[src/rtl/cart_boot_auth.sv]
// cart_boot_auth: console-side boot handshake for the Bandai 2003 cartridge
// mapper. Holds the cartridge in reset, drives the 0x5A / 0xA5 address unlock,
// receives the 18-bit authentication frame from SO (start, 16 data LSB first,
// stop) and reports a sticky pass/fail result. All outputs are registered.
module cart_boot_auth #(
    parameter int          RST_CYCLES = 16,        // CART_RSTn low time after RSTn release (>= 1)
    parameter int          TIMEOUT    = 64,        // HUNT edges allowed before the start bit
    parameter logic [15:0] EXPECT     = 16'h28A0   // required frame payload
) (
    input  logic        CLK,
    input  logic        RSTn,
    input  logic        SO,
    output logic        CART_RSTn,
    output logic [7:0]  ADDR,
    output logic        ADDR_OE,
    output logic        BUSY,
    output logic        AUTH_OK,
    output logic        AUTH_FAIL,
    output logic [1:0]  FAIL_CODE,
    output logic        CTRL1_B8,
    output logic [15:0] RX_DATA
);

    localparam int RCW = $clog2(RST_CYCLES + 1);
    localparam int TW  = $clog2(TIMEOUT + 1);

    localparam logic [1:0] CODE_TIMEOUT  = 2'b01;
    localparam logic [1:0] CODE_STOP     = 2'b10;
    localparam logic [1:0] CODE_MISMATCH = 2'b11;

    localparam logic [7:0] UNLOCK_1 = 8'h5A;
    localparam logic [7:0] UNLOCK_2 = 8'hA5;

    typedef enum logic [2:0] {
        RST_HOLD,
        ACK,
        NAK,
        HUNT,
        DATA,
        STOP,
        DONE_OK,
        DONE_FAIL
    } state_t;

    state_t           state, state_d;
    logic [RCW-1:0]   rst_cnt, rst_cnt_d;
    logic [TW-1:0]    timer, timer_d, timer_inc;
    logic [3:0]       bit_cnt, bit_cnt_d;
    logic [15:0]      shreg, shreg_d;

    logic             cart_rstn_d;
    logic [7:0]       addr_d;
    logic             addr_oe_d;
    logic             busy_d;
    logic             auth_ok_d;
    logic             auth_fail_d;
    logic [1:0]       fail_code_d;
    logic             ctrl1_b8_d;
    logic [15:0]      rx_data_d;

    logic             so_bit;
    logic             take_ok;
    logic             take_fail;
    logic [1:0]       take_code;

    // SO has a board pull-up: only a driven 0 counts as 0; Z or X reads as 1.
    assign so_bit    = (SO === 1'b0) ? 1'b0 : 1'b1;

    // HUNT timer increments on each non-zero sample and saturates at TIMEOUT.
    assign timer_inc = (timer == TW'(TIMEOUT)) ? timer : timer + 1'b1;

    // Next-state and next-output logic for the whole handshake.
    always_comb begin
        // NOTE: every signal written here gets a default first so that no path
        // leaves one unassigned, which would otherwise infer a latch.
        state_d     = state;
        rst_cnt_d   = rst_cnt;
        timer_d     = timer;
        bit_cnt_d   = bit_cnt;
        shreg_d     = shreg;
        cart_rstn_d = CART_RSTn;
        addr_d      = ADDR;
        addr_oe_d   = ADDR_OE;
        busy_d      = BUSY;
        auth_ok_d   = AUTH_OK;
        auth_fail_d = AUTH_FAIL;
        fail_code_d = FAIL_CODE;
        ctrl1_b8_d  = CTRL1_B8;
        rx_data_d   = RX_DATA;
        take_ok     = 1'b0;
        take_fail   = 1'b0;
        take_code   = 2'b00;

        unique case (state)
            RST_HOLD: begin
                // Counter holds edges already seen, so the last one matches RST_CYCLES-1.
                if (rst_cnt == RCW'(RST_CYCLES - 1)) begin
                    cart_rstn_d = 1'b1;
                    addr_d      = UNLOCK_1;
                    state_d     = ACK;
                end else begin
                    rst_cnt_d = rst_cnt + 1'b1;
                end
            end

            ACK: begin
                addr_d  = UNLOCK_2;
                state_d = NAK;
            end

            NAK: begin
                addr_d  = 8'h00;
                timer_d = '0;
                state_d = HUNT;
            end

            HUNT: begin
                if (!so_bit) begin
                    bit_cnt_d = 4'd0;
                    state_d   = DATA;
                end else begin
                    timer_d = timer_inc;
                    if (timer_inc == TW'(TIMEOUT)) begin
                        take_fail = 1'b1;
                        take_code = CODE_TIMEOUT;
                    end
                end
            end

            DATA: begin
                // Right shift in at bit 15: the first bit received ends at bit 0.
                shreg_d = {so_bit, shreg[15:1]};
                if (bit_cnt == 4'd15) begin
                    state_d = STOP;
                end else begin
                    bit_cnt_d = bit_cnt + 1'b1;
                end
            end

            STOP: begin
                rx_data_d = shreg;
                if (so_bit) begin
                    take_fail = 1'b1;
                    take_code = CODE_STOP;
                end else if (shreg != EXPECT) begin
                    take_fail = 1'b1;
                    take_code = CODE_MISMATCH;
                end else begin
                    take_ok = 1'b1;
                end
            end

            // Terminal until RSTn: the mapper accepts its unlock only once per reset.
            DONE_OK, DONE_FAIL: begin
            end

            default: begin
                state_d = DONE_FAIL;
            end
        endcase

        if (take_ok) begin
            state_d     = DONE_OK;
            auth_ok_d   = 1'b1;
            ctrl1_b8_d  = 1'b1;
            busy_d      = 1'b0;
            addr_oe_d   = 1'b0;
        end

        if (take_fail) begin
            state_d     = DONE_FAIL;
            auth_fail_d = 1'b1;
            fail_code_d = take_code;
            ctrl1_b8_d  = 1'b0;
            busy_d      = 1'b0;
            addr_oe_d   = 1'b0;
        end
    end

    // State and output registers; RSTn restarts the whole handshake at once.
    always_ff @(posedge CLK or negedge RSTn) begin
        if (!RSTn) begin
            state     <= RST_HOLD;
            rst_cnt   <= '0;
            timer     <= '0;
            bit_cnt   <= '0;
            shreg     <= '0;
            CART_RSTn <= 1'b0;
            ADDR      <= 8'h00;
            ADDR_OE   <= 1'b1;
            BUSY      <= 1'b1;
            AUTH_OK   <= 1'b0;
            AUTH_FAIL <= 1'b0;
            FAIL_CODE <= 2'b00;
            CTRL1_B8  <= 1'b0;
            RX_DATA   <= 16'h0000;
        end else begin
            // NOTE: non-blocking assignments so every register samples the
            // values computed before this edge, independent of statement order.
            state     <= state_d;
            rst_cnt   <= rst_cnt_d;
            timer     <= timer_d;
            bit_cnt   <= bit_cnt_d;
            shreg     <= shreg_d;
            CART_RSTn <= cart_rstn_d;
            ADDR      <= addr_d;
            ADDR_OE   <= addr_oe_d;
            BUSY      <= busy_d;
            AUTH_OK   <= auth_ok_d;
            AUTH_FAIL <= auth_fail_d;
            FAIL_CODE <= fail_code_d;
            CTRL1_B8  <= ctrl1_b8_d;
            RX_DATA   <= rx_data_d;
        end
    end

endmodule

[config.mk]
export PLATFORM = sky130hd
export DESIGN_NAME = cart_boot_auth
export DESIGN_NICKNAME = d
export VERILOG_FILES = /design/src/rtl/cart_boot_auth.sv
export SDC_FILE = /design/constraint.sdc
export NUM_CORES = 1
export LEC_CHECK = 0
export ABC_CLOCK_PERIOD_IN_PS = 2300
export CAP_MARGIN = 20
export CORE_MARGIN = 5
export CORE_UTILIZATION = 28
export CTS_CLUSTER_DIAMETER = 200
export DETAILED_ROUTE_END_ITERATION = 10
export HOLD_SLACK_MARGIN = 0.05
export SETUP_SLACK_MARGIN = 0.3
export SLEW_MARGIN = 20
export SYNTH_ARGS = -nofsm -noshare
export SYNTH_HDL_FRONTEND = slang
export SYNTH_SLANG_ARGS = --single-unit
[constraint.sdc]
create_clock -name CLK -period 2.3 [get_ports CLK]
set_input_delay 0.23 -clock CLK [delete_from_list [all_inputs] [get_ports CLK]]
set_output_delay 0.23 -clock CLK [all_outputs]
set_load 0.01 [all_outputs]
# After elaboration in Yosys (flattened, before gate mapping)
# Index checks and enable logic that the tools add are counted.
[classes]
reduce_logical = 12
eq_ne = 18
n_mux = 32
bitwise_logic = 1
n_addsub = 3
[ops]
columns = ["op", "n"]
rows = [
  ["$pmux W8 S3", 1],
  ["$ne A16 B14 Y1 const B", 1],
  ["$mux W3", 5],
  ["$pmux W3 S5", 1],
  ["$eq A7 B7 Y1 const B", 2],
  ["$mux W1", 14],
  ["$mux W7", 2],
  ["$pmux W7 S2", 1],
  ["$ne A4 B4 Y1 const B", 3],
  ["$mux W4", 2],
  ["$mux W8", 1],
  ["$ne A2 B2 Y1 const B", 4],
  ["$pmux W4 S2", 1],
  ["$reduce_and A2 Y1", 4],
  ["$add A7 B1 Y7 const B", 1],
  ["$reduce_bool A7 Y1", 1],
  ["$eq A3 B2 Y1 const B", 2],
  ["$eq A3 B3 Y1 const B", 2],
  ["$reduce_bool A2 Y1", 3],
  ["$add A5 B1 Y5 const B", 1],
  ["$eq A5 B4 Y1 const B", 1],
  ["$add A4 B1 Y4 const B", 1],
  ["$eq A4 B4 Y1 const B", 1],
  ["$mux W2", 2],
  ["9 further kinds", 9],
]
[totals]
input_bits = 3
regBits = 66

# Logic depth before layout (Yosys ltp)
[depth]
ltp_word = 8
ltp_mapped = 7

# Least setup slack after synthesis
# OpenSTA, ideal clock, no wires.
[synth_path]
kind = "reg-to-reg"
startpoint = "register rst_cnt[0]"
endpoint = "register rst_cnt[1]"
setup_slack_ps = 464
setup_ps = 125
period_less_slack_ps = 1836
path_buffers = 0
arrival_ps = 1711
path_stages_with_launch = 6
required_time_ps = 2175
cell_sequence = "dfrtp_1 -> ha_1 -> and3_1 -> ha_1 -> nor4_2 -> mux2_2"
[synth_via]
elab_chain_cells = 3
word_cells_on_any_way = 4
[synth_lines]
columns = ["element", "line_no", "rtl"]
rows = [
  ["from (decl)", "46", "logic [RCW-1:0] rst_cnt, rst_cnt_d;"],
  ["from (signal assigned)", "201", "rst_cnt <= rst_cnt_d;"],
  ["parallel branches: the longest is 3 deep, another holds $add A5 B1 Y5", "n/a", ""],
]
# Parallel ways; which one is timed is not known.
# A chain may end at the register's enable or synchronous reset.

==> metrics.yaml <==
status:
  status: "completed"
min_path:
  worstHoldPathType: "primary input to asynchronous set/reset pin"
pwr:
  p_leak_nw: 1.52
  peakVddDrop_uv: 342
  power_density_nw_per_um2: 916
clock_network:
  clockBufferDepth: 2
  numCtsBuffers: 9
  cts.sinks: 60
  ctsHtreeMaxLevel: 3
  root_buffer: "clkbuf_8"
  clock_latency_ns: 0.33
  path_clk_slew_ns: 0.07
  cts_tree: "built"
worst_setup_path:
  arrival_ns: 2.18
  worstSetupStartpointType: "register"
  endpoint_kind: "register"
  cp_max_fo: 8
  required_ns: 2.51
  crit_slowest_cell: "a2111o_1"
  cp_cell_sequence: "ha_4 > o31ai_1 > o211ai_1 > a2111o_1 > a31o_1"
  crit_family: "compound AO/OA/AOI/OAI gates"
  cp.buffers_inverters: 0
  path_class: "register to register"
  crit_path_max_incr_delay_ns: 0.52
sta:
  rsz0062_at_grt: "no"
  setup_viol: 0
  final-hold-violation-count: 0
  skew_ns: 0.00892
  maxSlewViolCount: 0
  worst-slew-pin-transition_ns: 0.424
  min_period_ns: 1.96
  finalSetupTns_ns: 0
  post-route-period-util_pct: 85.4
  clock.fmax_mhz: 509
  relSlewSlack_pct: 71.7
logic_synthesis:
  post-synth-top-area-cell: "dfrtp_1"
  yosys_warnings: 0
  ys_ff_latch: 60
  yosysTopAreaCellShare_pct: 53.5
  syn_avg_cell_area_um2: 11.8
  yosysMostFrequentCell: "dfrtp_1"
  synth.top_cells.by_count: "dfrtp_1, mux2_2, nand2_1"
  syn_inst: 233
  synthTopCellsByArea: "dfrtp_1, mux2_2, ha_1, o21ai_0, nand2_1"
  syn-cell-area_um2: 2760
  synthDistinctLibCells: 46
  synthFlopType: "dfrtp_1"
  synth_async_sr_flop_share_pct: 100
  synth_nets: 241
  synth_edf_count: 0
  ys_seq_area_share_pct: 54.4
global_routing:
  grt_pass1_vias: 1883
  antenna_found_initial: 0
  grt_max_degree: 23
  grt_pass1_wl_um: 9480
  grt_overflow: 0
  track_usage_pct: 10.3
place:
  io_buffer_count: 34
  dp_cells: 390
  dpl.hpwl_um: 3950
  routabilityCongestion: 0.883
detailed_routing:
  remaining_drc_errors: 0
  dr.pass1.iters: 4
  drt_iter0_drc: 102
  wirelength_um: 5750
  drtAntennaViolNets: 0
  viasPerCell: 4.74
  wl_per_cell_um: 14.0
  num_vias: 1944
floorplanning:
  die_w_um: 109
  design.die.area_um2: 11900
  rows: 36
  ios: 35
  core-area_um2: 9680
  die_h_um: 109
  start_util_pct: 28.5
final_layout:
  antenna_cells: 0
  stdcell_count: 410
  nNetsFinal: 280
  drive_gt1_share_pct: 25.6
  syn2layout_area_growth_pct: 26.6
job:
  max-cap-violations: 0
-- where the power goes --
group | internal [W] | switching (W)
sequential | 0.00130 | 0.000201
combinational | 0.000396 | 0.000260
clock | 0.000639 | 0.000403
-- worst paths after layout --
path	from	endpoint	slack, ns	cells after the start
setup / recovery	timer[0]	ADDR[6]	0.34	5
hold / removal	RSTn	RX_DATA[3]	0.38	2
hold reg to reg	AUTH_OK	AUTH_OK	0.49	1
min in group CLK	AUTH_OK	AUTH_OK	0.49	1
max in group asynchronous	RSTn	state[1]	1.26	3
setup reg to reg	timer[0]	ADDR[6]	0.34	5
-- layer usage --
metal	track usage, %	part of all wire [%]	vias to the layer above
li1	-	-	916
met1	13.2	46	960
met2	14.7	46	58
met3	4.14	6.3	10
met4	5.52	1.8	0
met5	0	0	-
-- worst reg2reg max path: cells and delay by family, from the launching register on --
family | cells | cell delay, ns
fa+ha+maj | 1 | 0.20
compound gates | 4 | 1.19
flops | 1 | 0.46
-- cells in the final DEF (no fill, tap or decap), types with 4 or more instances in the layout --
master,netlist,layout
clkbuf_8,0,10
nand3_1,8,8
and3_1,6,6
nand4_1,5,5
a21oi_1,6,6
nor2_1,9,8
buf_4,7,11
dfrtp_2,0,5
o21ai_0,12,12
nand2b_1,4,4
dfrtp_1,59,54
clkdlybuf4s50_1,0,33
xnor2_1,4,4
inv_1,9,8
mux2_2,32,32
nand2_1,15,15
-- cells by family after synthesis --
kind of cell / count (synthesis) / synth area share (%)
compound gates: 43 / 10.5
xor+xnor: 6 / 1.90
fa+ha+maj: 5 / 2.27
buf+inv: 27 / 5.26
flops: 60 / 54.4
mux: 34 / 13.8
simple gates: 58 / 11.8
-- cell type report --
cell class              count  area (um2)
multi-input cells         146        1140
clock inverters             4        72.6
repair buffers             46         428
well taps                 133         166
clock buffers              12         145
fillers                   959        6190
flip-flops and latches     60        1510
inverters                   9        33.8
-- registers in the layout, indices dropped and copies added (netlist names) --
| register | cells |
|---|---|
| AUTH_FAIL | 1 |
| shreg | 16 |
| RX_DATA | 16 |
| ADDR | 2 |
| FAIL_CODE | 2 |
| bit_cnt | 4 |
| BUSY | 1 |
| state | 3 |
| rst_cnt | 5 |
| timer | 7 |
| CART_RSTn | 1 |
| CTRL1_B8 | 1 |
| AUTH_OK | 1 |
-- repair_timing --
item                       4_1_cts  5_1_grt
hold buffers                     1        0
cloned                           0        0
setup endpoints to repair        2       19
pin swaps                        0        4
resized for setup                1        9
setup buffers                    0        3
hold endpoints to repair        16        0
-- through the flow --
step | instance area, um2 | total power, W | hold slack (ns) | setup slack, ns | utilization (%)
floorplan | 2760 | 0.00184 | -0.0656 | 0.464 | -
global placement | 3210 | 0.00217 | 0.192 | 0.356 | 33.2
detailed placement | 3210 | 0.00219 | 0.195 | 0.297 | 33.2
CTS | 3440 | 0.00325 | 0.383 | 0.312 | 35.5
global route | 3490 | 0.00339 | 0.408 | 0.271 | 36.1
finish | 3490 | 0.00320 | 0.377 | 0.336 | 36.1
Power figures use the tool's default switching activity.
